--- src/rtl/univ_shift_pkg.sv ---
// ============================================================================
// Module      : univ_shift_pkg
// Description : Mode encoding, FSM state type and burst-legality helper for
//               the universal shift register. Honours UNIV_SHREG_ARITH_EN.
// Revision    : 1.0 - initial release
// ============================================================================
`default_nettype none

package univ_shift_pkg;

  localparam logic [2:0] MODE_HOLD = 3'd0;
  localparam logic [2:0] MODE_SHL  = 3'd1;
  localparam logic [2:0] MODE_SHR  = 3'd2;
  localparam logic [2:0] MODE_ROL  = 3'd3;
  localparam logic [2:0] MODE_ROR  = 3'd4;
  localparam logic [2:0] MODE_LOAD = 3'd5;
  localparam logic [2:0] MODE_ASR  = 3'd6;
  localparam logic [2:0] MODE_RSVD = 3'd7;

  typedef enum logic [0:0] {
    IDLE = 1'b0,
    RUN  = 1'b1
  } state_t;

  // Only modes that actually move bits are worth running as a burst.
  function automatic logic mode_is_burstable(input logic [2:0] m);
    logic r;
    r = 1'b0;
    case (m)
      MODE_SHL, MODE_SHR, MODE_ROL, MODE_ROR: r = 1'b1;
`ifdef UNIV_SHREG_ARITH_EN
      MODE_ASR: r = 1'b1;
`endif
      default: r = 1'b0;
    endcase
    return r;
  endfunction

endpackage

`default_nettype wire

--- src/rtl/shift_step.sv ---
// ============================================================================
// Module      : shift_step
// Description : Combinational one-step next value of the shift register.
//               Mode 6 is ASR only when UNIV_SHREG_ARITH_EN is defined.
// Revision    : 1.0 - initial release
// ============================================================================
`default_nettype none

module shift_step
  import univ_shift_pkg::*;
#(
  parameter int WIDTH = 8
) (
  input  logic [WIDTH-1:0] cur,
  input  logic [2:0]       mode,
  input  logic             d_l,
  input  logic             d_r,
  input  logic [WIDTH-1:0] pdata,
  output logic [WIDTH-1:0] nxt
);

  always_comb begin
    nxt = cur;
    case (mode)
      MODE_SHL:  nxt = {cur[WIDTH-2:0], d_l};
      MODE_SHR:  nxt = {d_r, cur[WIDTH-1:1]};
      MODE_ROL:  nxt = {cur[WIDTH-2:0], cur[WIDTH-1]};
      MODE_ROR:  nxt = {cur[0], cur[WIDTH-1:1]};
      MODE_LOAD: nxt = pdata;
`ifdef UNIV_SHREG_ARITH_EN
      MODE_ASR:  nxt = {cur[WIDTH-1], cur[WIDTH-1:1]};
`endif
      default:   nxt = cur;
    endcase
  end

endmodule

`default_nettype wire

--- src/rtl/univ_shift_reg.sv ---
// ============================================================================
// Module      : univ_shift_reg
// Description : Universal shift register with single-step path and burst
//               engine (busy/done). UNIV_SHREG_ARITH_EN enables ASR (mode 6).
// Revision    : 1.0 - initial release
// ============================================================================
`default_nettype none

module univ_shift_reg
  import univ_shift_pkg::*;
#(
  parameter int WIDTH = 8,
  parameter int CNT_W = 4
) (
  input  logic             clk,
  input  logic             rstn,
  input  logic             en,
  input  logic [2:0]       mode,
  input  logic             d_l,
  input  logic             d_r,
  input  logic [WIDTH-1:0] pdata,
  input  logic             start,
  input  logic [CNT_W-1:0] count,
  output logic [WIDTH-1:0] out,
  output logic             sout_l,
  output logic             sout_r,
  output logic             busy,
  output logic             done
);

  state_t           r_state, w_state_nxt;
  logic [WIDTH-1:0] r_out, w_out_nxt;
  logic [2:0]       r_mode_q, w_mode_q_nxt;
  logic [CNT_W-1:0] r_remaining, w_remaining_nxt;
  logic             r_done, w_done_nxt;
  logic [2:0]       w_step_mode;
  logic [WIDTH-1:0] w_step_val;

  // One stepper serves both paths; in RUN the latched mode drives it.
  assign w_step_mode = (r_state == RUN) ? r_mode_q : mode;

  shift_step #(
    .WIDTH (WIDTH)
  ) u_step (
    .cur   (r_out),
    .mode  (w_step_mode),
    .d_l   (d_l),
    .d_r   (d_r),
    .pdata (pdata),
    .nxt   (w_step_val)
  );

  always_ff @(posedge clk or negedge rstn) begin
    if (!rstn) begin
      r_state     <= IDLE;
      r_out       <= '0;
      r_mode_q    <= MODE_HOLD;
      r_remaining <= '0;
      r_done      <= 1'b0;
    end else begin
      r_state     <= w_state_nxt;
      r_out       <= w_out_nxt;
      r_mode_q    <= w_mode_q_nxt;
      r_remaining <= w_remaining_nxt;
      r_done      <= w_done_nxt;
    end
  end

  always_comb begin
    w_state_nxt     = r_state;
    w_out_nxt       = r_out;
    w_mode_q_nxt    = r_mode_q;
    w_remaining_nxt = r_remaining;
    w_done_nxt      = 1'b0;
    case (r_state)
      IDLE: begin
        if (start) begin
          w_mode_q_nxt    = mode;
          w_remaining_nxt = count;
          // Degenerate bursts finish immediately without touching out.
          if (count == '0 || !mode_is_burstable(mode)) begin
            w_done_nxt = 1'b1;
          end else begin
            w_state_nxt = RUN;
          end
        end else if (en) begin
          w_out_nxt = w_step_val;
        end
      end
      RUN: begin
        w_out_nxt = w_step_val;
        if (r_remaining != '0) begin
          w_remaining_nxt = r_remaining - {{(CNT_W-1){1'b0}}, 1'b1};
        end
        if (r_remaining <= {{(CNT_W-1){1'b0}}, 1'b1}) begin
          w_state_nxt = IDLE;
          w_done_nxt  = 1'b1;
        end
      end
      default: w_state_nxt = IDLE;
    endcase
  end

  assign out    = r_out;
  assign sout_l = r_out[WIDTH-1];
  assign sout_r = r_out[0];
  assign busy   = (r_state == RUN);
  assign done   = r_done;

endmodule

`default_nettype wire

--- config.mk ---
export PLATFORM = sky130hd
export DESIGN_NAME = univ_shift_reg
export DESIGN_NICKNAME = d
export VERILOG_FILES = /design/src/rtl/univ_shift_pkg.sv /design/src/rtl/shift_step.sv /design/src/rtl/univ_shift_reg.sv
export SDC_FILE = /design/constraint.sdc
export NUM_CORES = 1
export LEC_CHECK = 0
export BUFFER_PORTS_ARGS = -buffer_cell sky130_fd_sc_hd__buf_4
export CORE_MARGIN = 1.5
export CORE_UTILIZATION = 54
export CTS_CLUSTER_DIAMETER = 150
export DETAILED_ROUTE_END_ITERATION = 10
export PLACE_DENSITY = 0.83
export SYNTH_ARGS = -nofsm -noshare
export SYNTH_HDL_FRONTEND = slang
export SYNTH_SLANG_ARGS = --single-unit
--- constraint.sdc ---
create_clock -name clk -period 2.5 [get_ports clk]
set_input_delay 0.25 -clock clk [delete_from_list [all_inputs] [get_ports clk]]
set_output_delay 0.25 -clock clk [all_outputs]
set_load 0.02 [all_outputs]
# Word-level counts from Yosys, hierarchy flattened
# Cells that the tools add are included.
[op_classes] magnitude_cmp=1 multipliers=0 eq_ne=13 n_reduce_logical=8 div_mod_pow=0 n_shift=0 n_mux=19 addsub=1 bitwise=1
[op_table] op="$pmux W8 S5" n=1
[op_table] op="$mux W8" n=2
[op_table] op="$pmux W8 S2" n=1
[op_table] op="$eq A3 B2 Y1 const B" n=4
[op_table] op="$eq A3 B3 Y1 const B" n=3
[op_table] op="$mux W1" n=9
[op_table] op="$mux W4" n=2
[op_table] op="$pmux W4 S2" n=1
[op_table] op="$eq A3 B1 Y1 const B" n=2
[op_table] op="$ne A2 B2 Y1 const B" n=3
[op_table] op="$reduce_and A2 Y1" n=3
[op_table] op="$le A4 B1 Y1 const B" n=1
[op_table] op="$logic_not A4 Y1" n=1
[op_table] op="$pmux W1 S2" n=2
[op_table] op="$reduce_bool A4 Y1" n=1
[op_table] op="$reduce_or A4 Y1" n=1
[op_table] op="$sub A4 B1 Y4 const B" n=1
[op_table] op="$mux W3" n=1
[op_table] op="$ne A2 B1 Y1 const B" n=1
[op_table] op="$logic_not A1 Y1" n=1
[op_table] op="$logic_or A1 B1 Y1" n=1
[op_table] op="$not A1 Y1" n=1
[totals] word_cells=48 rom_bits=0 n_memories=0 input_bits=21 out_inout_bits=12 register_bits=17 latchBits=0 ramBits=0

# Logic depth before layout (Yosys ltp)
# Gate-level depths: netlist of run 1.
[logic_depth] word_depth=10 ltp_mapped=7 mapped_depth_nobuf=6

# Cells and area by module
# From an unflattened synthesis of run 1, not the netlist that was laid out.
[unflattened] cells_unflattened=142 hier_area_um2=1372.6
[modules_own_cells] module="univ_shift_reg" n_inst=1 area_each_um2=863.3 cells_per_inst=71 seq_area_each_um2=425.4
[modules_own_cells] module="shift_step" n_inst=1 area_each_um2=509.2 cells_per_inst=71 seq_area_each_um2=0.0

# Worst setup path before layout of run 1
# Ideal clock, no wire load.
[synth_path] kind="reg-to-reg" startpoint="register r_state, in the netlist busy" endpoint="register r_out[0], in the netlist out[0]" arrival_ns=1.499 setup_time_ns=0.125 slack_ns=0.876 t_required_ns=2.375 period_less_slack_ns=1.624 stages_incl_launch_ff=6 path_cell_list="dfrtp_1 mux2_2 buf_2 nor3_1 a221oi_1 mux2_2"
[synth_between] elab_chain_len=6 word_cells_on_any_way=14
[synth_lines] element="start: declaration" line_no="univ_shift_reg.sv:31" text="state_t r_state, w_state_nxt;"
[synth_lines] element="start signal: assignment" line_no="univ_shift_reg.sv:61" text="r_state <= w_state_nxt;"
[synth_lines] element="$mux W3" line_no="univ_shift_reg.sv:40" text="assign w_step_mode = (r_state == RUN) ? r_mode_q : mode;"
[synth_lines] element="$eq A3 B3 Y1 (tied with other cells)" line_no="shift_step.sv:24" text="case (mode)"
[synth_lines] element="$pmux W8 S5" line_no="shift_step.sv:24"
[synth_lines] element="$mux W8" line_no="univ_shift_reg.sv:86" text="end else if (en) begin"
[synth_lines] element="$mux W8" line_no="univ_shift_reg.sv:77" text="if (start) begin"
[synth_lines] element="$pmux W8 S2" line_no="univ_shift_reg.sv:75" text="case (r_state)"
[synth_lines] element="end signal: assignment" line_no="univ_shift_reg.sv:62" text="r_out <= w_out_nxt;"
[synth_lines] element="end: declaration" line_no="univ_shift_reg.sv:32" text="logic [WIDTH-1:0] r_out, w_out_nxt;"
# Parallel ways exist; a longest one is shown, timed or not. The select of a mux whose other input is x is not followed.
# A chain may end at the register's enable or synchronous reset.

# Final worst setup path of run 1
[layout_path] startpoint="register r_state, in the netlist busy" endpoint="register r_out[7], in the netlist out[7]"
# Same word-level chain as after synthesis.

==> metrics.md, run 1 <==
| Metric | Value |
|---|---|
| Run status | completed |
| CTS tree | done |
| Root Driver | clkbuf_4 |
| CORE AREA | 0.00196 mm² |
| Mapped Area | 0.00113 mm² |
| Setup TNS | 0 ns |
| DRC errors left | 0 |
| Antenna-violating nets left | 0 |
| Leakage power | 0.628 nW |
| Final period util | 73.7% |
| Worst EP arrival | 2.02 ns |
| Post-CTS Resized | 0 |
| Syn nets | 151 |
| Fmax | 0.543 GHz |
| Crit Path Class | reg -> reg |
| Starting Density | 57.6% |
| NumNets Final | 184 |
| CTS Buf Count | 3 |
| DRT iter0 DRCs | 14 |
| Critical path startpoint category | flip-flop |
| Cell Rows | 16 |
| Hold Vio Cnt, Final | 0 |
| Slew Viols, Final | 0 |
| Setup violators final | 0 |
| I/O Buffers | 32 |
| Slew at the pin with the worst max-slew slack | 0.570 ns |
| Initial antenna violation count | 0 |
| Layout cells sized above 1 | 28.1% |
| Fin cells | 187 |
| Routability congestion estimate | 0.852 |
| CTS Hold Buffers Added | 1 |
| Avg Vias per Cell | 5.63 |
| ANT cells | 0 |
| Placed insts | 182 |
| Worst skew pair latency | 0.29 ns |
| Maximum vdd drop | 752 µV |
| Top Ports | 33 |
| Total GRT Usage | 23.4% |
| Setup bufs post-CTS | 0 |
| Die Wd | 48.7 µm |
| First-pass GRT wire length | 4.37 mm |
| Crit. End Element | flip-flop |
| Largest net degree at the start of global routing | 18 |
| Layout area overhead | 24.3% |
| Number of global-route vias before repair | 1,005 |
| Commonest cells after routing, fill and taps aside | buf_4 (34), a21oi_1 (23), dfrtp_1 (17), nor2_1 (13), nand2_1 (13) |
| Clock skew | 0.00149 ns |
| Syn_area_per_cell | 8.83 µm² |
| Worst hold path type | in -> reg |
| Worst rel slew slack | 60.9% |
| Routed wire per std cell | 14.0 µm |
| CTS Sinks | 17 |
| Post-Syn Instances | 128 |
| Maximum clock insertion buffer count | 2 |
| Fin crit period | 1.84 ns |
| Clock-pin slew on the worst setup and hold paths | 0.09 ns |
| Htree depth | 1 |
| DP HPWL | 2.08 mm |
| Synthesis Warnings | 0 |
| DIE AREA | 0.00238 mm² |
| Commonest non-fill, non-tap cell in the layout | buf_4 |
| Total design power | 1.95 mW |
| Critical Path RT | 2.67 ns |
| Final wirelength | 2.61 mm |
| Synth unique cells | 34 |
| Max Cap Viol | 0 |
| Number of synthesized register bits | 17 |
| Post-synthesis sequential area ratio | 37.7% |
| Unrepaired setup endpoints after global routing | no |
| Critical path fanouts, max | 16 |
| Drt first pass iters | 4 |
| Vias | 1,053 |
| Pwr dens | 1390 mW/mm² |
| Grt ovf | 0 |
| Die height | 48.7 µm |
[through the flow]
| step | hold WS, ns | utilization [%] | setup WS [ns] | area [µm²] |
|---|---|---|---|---|
| 2_1_floorplan | -0.0456 | - | 0.876 | 1130 |
| 3_3_place_gp | 0.123 | 69.7 | 0.746 | 1370 |
| 3_5_place_dp | 0.124 | 69.7 | 0.671 | 1370 |
| 4_1_cts | 0.229 | 71.6 | 0.656 | 1400 |
| 5_1_grt | 0.212 | 71.6 | 0.519 | 1400 |
| 6_report | 0.237 | 71.6 | 0.657 | 1400 |
[power by group]
group / internal, mW / total [mW] / switching [mW]
clock network: 0.0621 / 0.146 / 0.0839
logic: 0.534 / 1.22 / 0.683
registers: 0.422 / 0.592 / 0.170
[cell usage after synthesis]
master	instances	area, µm²
o21ai_0	4	20.0
buf_2	2	10.0
xnor2_1	1	8.76
nor3b_4	1	18.8
a21oi_4	1	16.3
nor2b_1	3	18.8
mux2i_4	1	22.5
a221oi_1	2	17.5
nand2_1	13	48.8
nor3_1	2	10.0
buf_4	2	15.0
inv_1	6	22.5
nand2b_1	2	12.5
nor2_1	13	48.8
o22ai_1	1	6.26
mux2_2	5	56.3
o211ai_1	6	45.0
o21a_1	1	7.51
dfrtp_1	17	425
nor3b_1	1	7.51
nand3b_1	1	7.51
a211oi_1	2	15.0
mux2i_1	3	30.0
nand3_1	1	5.00
and3b_1	1	8.76
xor2_1	2	17.5
a21oi_1	23	115
or3_1	1	6.26
ha_1	2	25.0
o41ai_1	1	8.76
a31oi_1	3	18.8
buf_6	2	22.5
o31ai_1	1	7.51
clkbuf_1	1	3.75
[logic make-up after synthesis]
kind of cell	after synthesis	synth area share [%]
AOI/OAI and AO/OA	45	24.6
and+or+nand+nor	39	17.1
DFF	17	37.7
buffers and inverters	13	6.53
muxes	9	9.63
xor gates and xnor gates	3	2.33
adders and majority gates	2	2.21
[sequential cells by signal, indices dropped and copies added (netlist names)]
signal / flops
busy: 1
out: 8
r_mode_q: 3
done: 1
r_remaining: 4
[layer usage]
metal	up-vias	part of all wire (%)	global-route usage, %	wire length [µm]
met1	493	45	30.1	1180
met2	33	49	39.7	1270
li1	523	-	-	-
met3	4	4.7	3.70	122
met5	-	0	0	0
met4	0	1.3	8.57	34
[path summary, 6_finish.rpt]
kind                             startpoint             end  slack [ns]  depth (start not counted)
worst max-delay path                   busy          out[7]        0.66                          6
worst min-delay path                mode[0]     r_mode_q[0]        0.24                          2
worst max register to register         busy          out[7]        0.66                          6
worst min register to register  r_mode_q[0]     r_mode_q[0]        0.56                          1
max in group asynchronous              rstn          out[7]        1.97                          2
min in group asynchronous              rstn  r_remaining[3]        0.35                          2
[critical path, cell delays in order (launching register included)]
cell and delay, ns:
dfrtp_1 0.52, buf_4 0.25, nor3b_1 0.21, a31oi_1 0.10
o21a_1 0.27, a221oi_1 0.26, a21oi_1 0.11
[final cells by class]
| cell class | instances | area (µm²) |
|---|---|---|
| Clock buffer | 4 | 26.3 |
| Fill cell | 169 | 558 |
| Inverter | 6 | 22.5 |
| Multi-Input combinational cell | 98 | 631 |
| Sequential cell | 17 | 425 |
| Tap cell | 27 | 33.8 |
| Timing Repair Buffer | 35 | 265 |
(Power assumes the default switching activity.)
==> inputs of run 2 (changes only) <==
- CORE_UTILIZATION: 54 -> 51
- PLACE_DENSITY: 0.83 -> 0.79
- clock period: 2.5 -> 1.8 ns (I/O delays scaled with it)
==> run 2 against run 1 <==
  * Cell count is 1.6% higher
  * Die area rose by 5.5%
  * Critical path depth unchanged
  * Utilization fell by 0.89 points
  * Clock power grew 42%
  * Total power up 41%
  * Worst hold slack got worse by 0.084 ns
  * Clock-buffer cell count did not move
  * Combinational power up 43%
  * First-iteration DRC count unchanged
  * Sequential power increased by 34%
  * Clock skew up 0.0031 ns
==> metrics.md, run 2 (synthesized netlist as in run 1, its figures left out) <==
| Metric | Value |
|---|---|
| Cell Rows | 16 |
| Vias | 1,087 |
| CORE AREA | 0.00202 mm² |
| Clock-pin slew on the worst setup and hold paths | 0.10 ns |
| Max Cap Viol | 0 |
| Final Cell Area | 0.00143 mm² |
| Worst EP arrival | 1.81 ns |
| Placed insts | 185 |
| Hold slack | 0.153 ns |
| Slowest stage delay, CP | 0.41 ns |
| Worst Reg2Reg Path Length in Cells | 6 |
| Critical path fanouts, max | 9 |
| CTS Buf Count | 3 |
| Routability congestion estimate | 0.789 |
| Min-Delay Endpoint | r_mode_q[0] |
| Htree depth | 1 |
| Flop2flop setup slack | 0.17 ns |
| First-pass GRT wire length | 4.48 mm |
| Layout cells sized above 1 | 30.7% |
| Worst rel slew slack | 74.0% |
| RR Startpoint | busy |
| Fmax | 0.615 GHz |
| Critical path startpoint category | flip-flop |
| Routed wire per std cell | 13.4 µm |
| Crit Path Class | reg -> reg |
| Worst Hold Launch | mode[0] |
| Setup TNS | 0 ns |
| Die Wd | 50.1 µm |
| DP HPWL | 1.96 mm |
| DRT iter0 DRCs | 14 |
| Layout area overhead | 26.5% |
| DRC errors left | 0 |
| Max reg flops | 8 |
| Critical path origin | busy |
| Pre-CTS setup slack | 0.145 ns |
| Fin crit period | 1.63 ns |
| Final wirelength | 2.54 mm |
| Commonest cells after routing, fill and taps aside | buf_4 (37), a21oi_1 (23), dfrtp_1 (17), nor2_1 (13), nand2_1 (13) |
| Initial antenna violation count | 0 |
| Total GRT Usage | 23.0% |
| Worst skew pair latency | 0.29 ns |
| Antenna-violating nets left | 0 |
| Slew at the pin with the worst max-slew slack | 0.386 ns |
| Largest net degree at the start of global routing | 18 |
| Critical Path RT | 1.98 ns |
| I/O Buffers | 32 |
| Maximum clock insertion buffer count | 2 |
| Final period util | 90.4% |
| Worst path cell trace | buf_4 > nor3b_1 > a31oi_1 > o21a_2 > a221oi_1 > a21oi_1 |
| Fin cells | 190 |
| Unrepaired setup endpoints after global routing | no |
| Leakage power | 0.643 nW |
| Worst r2r dst | out[7] |
| Slew Viols, Final | 0 |
| Pwr dens | 1920 mW/mm² |
| Worst path slowest cell | dfrtp_1 |
| Number of global-route vias before repair | 1,011 |
| Worst hold path type | in -> reg |
| Total design power | 2.75 mW |
| Crit. End Element | flip-flop |
| Drt first pass iters | 4 |
| Run status | completed |
| Grt ovf | 0 |
| Root Driver | clkbuf_4 |
| CTS tree | done |
| Hold Vio Cnt, Final | 0 |
| Commonest non-fill, non-tap cell in the layout | buf_4 |
| CTS Sinks | 17 |
| Top Ports | 33 |
| Starting Density | 55.9% |
| Setup violators final | 0 |
| WHS Path Cells | 2 |
| Avg Vias per Cell | 5.72 |
| ANT cells | 0 |
| Maximum vdd drop | 1170 µV |
| Clock skew | 0.00462 ns |
| DIE AREA | 0.00251 mm² |
| Final Util | 70.7% |
| NumNets Final | 187 |
| Setup WS post-layout | 0.173 ns |
| Placed Area | 0.00139 mm² |
| Die height | 50.1 µm |
## run 2: cell types whose count changed in the layout (fill, tap and decap cells not counted), sizes merged
cell and change:
buf +3
## run 2: worst max path at each step
stage             end  slack, ns  cells after the start
4_1_cts        out[7]       0.13                      6
3_3_place_gp   out[7]       0.22                      6
2_1_floorplan  out[0]       0.18                      5
6_report       out[7]       0.17                      6
3_5_place_dp   out[7]       0.15                      6
5_1_grt        out[1]       0.04                      6
## run 2: where the power goes
part | internal, mW | total, mW | switching (mW)
Clock | 0.0860 | 0.207 | 0.121
Sequential | 0.586 | 0.792 | 0.206
Combinational | 0.782 | 1.75 | 0.967
## run 2: layout make-up
cell class,count,area (µm²)
well taps,27,33.8
inverters,6,22.5
multi-input cells,98,633
flip-flops and latches,17,425
repair buffers,38,288
fillers,168,593
clock buffers,4,26.3
## run 2: critical path: cells and delay by family, from the launching register on
family,cells,cell delay [ns]
AO/OA/AOI/OAI,4,0.73
buffers and inverters,1,0.19
flip-flops,1,0.41
AND/OR/NAND/NOR,1,0.20
## run 2: routing by layer
layer,vias to the layer above,GRT usage (%),routed length [µm]
met5,-,0,0
met3,2,6.36,184
met4,0,7.87,12
li1,530,-,-
met1,516,28.3,1100
met2,39,38.2,1250
## run 2: what timing repair did
action | CTS | global route
hold endpoints to repair | 17 | 0
setup endpoints to repair | 0 | 6
hold buffers | 1 | 0
gates resized for setup | 0 | 2
setup buffers | 0 | 0
==> inputs of run 3 (changes only) <==
- CORE_UTILIZATION: 51 -> 45
- PLACE_DENSITY: 0.79 -> 0.71
==> run 3 against run 2 <==
  * Clock power is essentially flat
  * Critical path type unchanged
  * Critical endpoint unchanged
  * Clock-buffer cell count is the same
  * Cell count grew 0.53%
  * Clock skew is 0.0030 ns lower
  * Via count decreased by 1.5%
==> metrics.md, run 3 (synthesized netlist as in run 1, its figures left out) <==
| Metric | Value |
|---|---|
| Run status | completed |
| Top Ports | 33 |
| CTS Buf Count | 3 |
| Final Util | 62.2% |
| Fmax | 0.596 GHz |
| Slew Viols, Final | 0 |
| Drt first pass iters | 4 |
| Crit. End Element | flip-flop |
| Fin cells | 191 |
| CORE AREA | 0.00230 mm² |
| Critical Path RT | 1.98 ns |
| Commonest cells after routing, fill and taps aside | buf_4 (37), a21oi_1 (23), dfrtp_1 (16), nor2_1 (13), nand2_1 (13) |
| CTS tree | done |
| Worst rel slew slack | 71.0% |
| Leakage power | 0.642 nW |
| Placed Area | 0.00139 mm² |
| Starting Density | 49.2% |
| Setup TNS | 0 ns |
| Final period util | 93.2% |
| Maximum clock insertion buffer count | 2 |
| Slew at the pin with the worst max-slew slack | 0.430 ns |
| Setup violators final | 0 |
| Fin crit period | 1.68 ns |
| Avg Vias per Cell | 5.61 |
| Met2 usage | 34.2% |
| DIE AREA | 0.00282 mm² |
| Met1 Usage GRT | 26.2% |
| Die Wd | 53.1 µm |
| DP HPWL | 2.06 mm |
| Final Cell Area | 0.00143 mm² |
| Initial antenna violation count | 0 |
| Number of global-route vias before repair | 980 |
| DRT iter0 DRCs | 26 |
| Layout cells sized above 1 | 30.1% |
| CTS Sinks | 17 |
| ANT cells | 0 |
| Critical path startpoint category | flip-flop |
| Worst EP arrival | 1.86 ns |
| Setup WS post-layout | 0.123 ns |
| Crit Path Class | reg -> reg |
| First-pass GRT wire length | 4.19 mm |
| Clock skew | 0.00159 ns |
| Fillers | 206 |
| Critical path fanouts, max | 12 |
| Htree depth | 1 |
| Max Cap Viol | 0 |
| Cell Rows | 17 |
| Max reg flops | 8 |
| DRC errors left | 0 |
| Unrepaired setup endpoints after global routing | no |
| Routability congestion estimate | 0.884 |
| Grt ovf | 0 |
| Vias | 1,071 |
| Root Driver | clkbuf_4 |
| Layout area overhead | 26.5% |
| Met3 global-route usage | 4.24% |
| Worst skew pair latency | 0.29 ns |
| Placed insts | 186 |
| I/O Buffers | 32 |
| Die height | 53.1 µm |
| Pre-CTS setup slack | 0.0906 ns |
| Clock-pin slew on the worst setup and hold paths | 0.09 ns |
| Final wirelength | 2.61 mm |
| Commonest non-fill, non-tap cell in the layout | buf_4 |
| Total design power | 2.75 mW |
| NumNets Final | 187 |
| Gr busiest metal | met2 |
| Total GRT Usage | 20.9% |
| Worst hold path type | in -> reg |
| Hold slack | 0.153 ns |
| Hold Vio Cnt, Final | 0 |
| Largest net degree at the start of global routing | 18 |
| Antenna-violating nets left | 0 |
| Pwr dens | 1930 mW/mm² |
| Maximum vdd drop | 973 µV |
| Routed wire per std cell | 13.7 µm |
==> run 3: power breakdown <==
| part | total, mW | switching (mW) | leakage [nW] | internal [mW] |
|---|---|---|---|---|
| sequential | 0.805 | 0.216 | 0.193 | 0.589 |
| combinational | 1.74 | 0.964 | 0.434 | 0.776 |
| clock | 0.208 | 0.122 | 0.0150 | 0.0864 |
| total | 2.75 | 1.30 | 0.642 | 1.45 |
==> run 3: timing repair <==
| item | in CTS | in global routing |
|---|---|---|
| setup endpoints to repair | 0 | 4 |
| resized for setup | 0 | 1 |
| buffers inserted | 0 | 0 |
| hold endpoints to repair | 17 | 0 |
| hold buffers | 1 | 0 |
==> run 3: final timing paths <==
kind | end | cells past startpoint | startpoint | slack, ns
setup reg to reg | out[7] | 4 | busy | 0.12
setup / recovery | out[7] | 4 | busy | 0.12
hold reg to reg | r_remaining[0] | 1 | r_remaining[0] | 0.54
min in group asynchronous | r_remaining[3] | 2 | rstn | 0.28
hold / removal | r_mode_q[0] | 2 | mode[0] | 0.15
max in group asynchronous | busy | 2 | rstn | 1.32
==> run 3: final cells by class <==
| cell class | count | area, µm² | area share (%) |
|---|---|---|---|
| multi-input combinational | 98 | 631 | 44.1 |
| timing repair buffer | 38 | 288 | 20.1 |
| clock buffer | 4 | 26.3 | 1.84 |
| inverter | 6 | 22.5 | 1.58 |
| tap | 28 | 35.0 | 2.45 |
| sequential | 17 | 427 | 29.9 |
==> run 3: metal layers <==
layer,share of wire (%),vias up
met2,47,50
met5,0,-
met3,7.1,5
li1,-,527
met4,1.8,0
met1,44,489
==> run 3: worst max-delay path, cell delays in order, from the launching register on <==
cell      delay [ns]
dfrtp_2         0.44
mux2_2          0.45
o21a_1          0.29
a221oi_1        0.27
a21oi_1         0.11
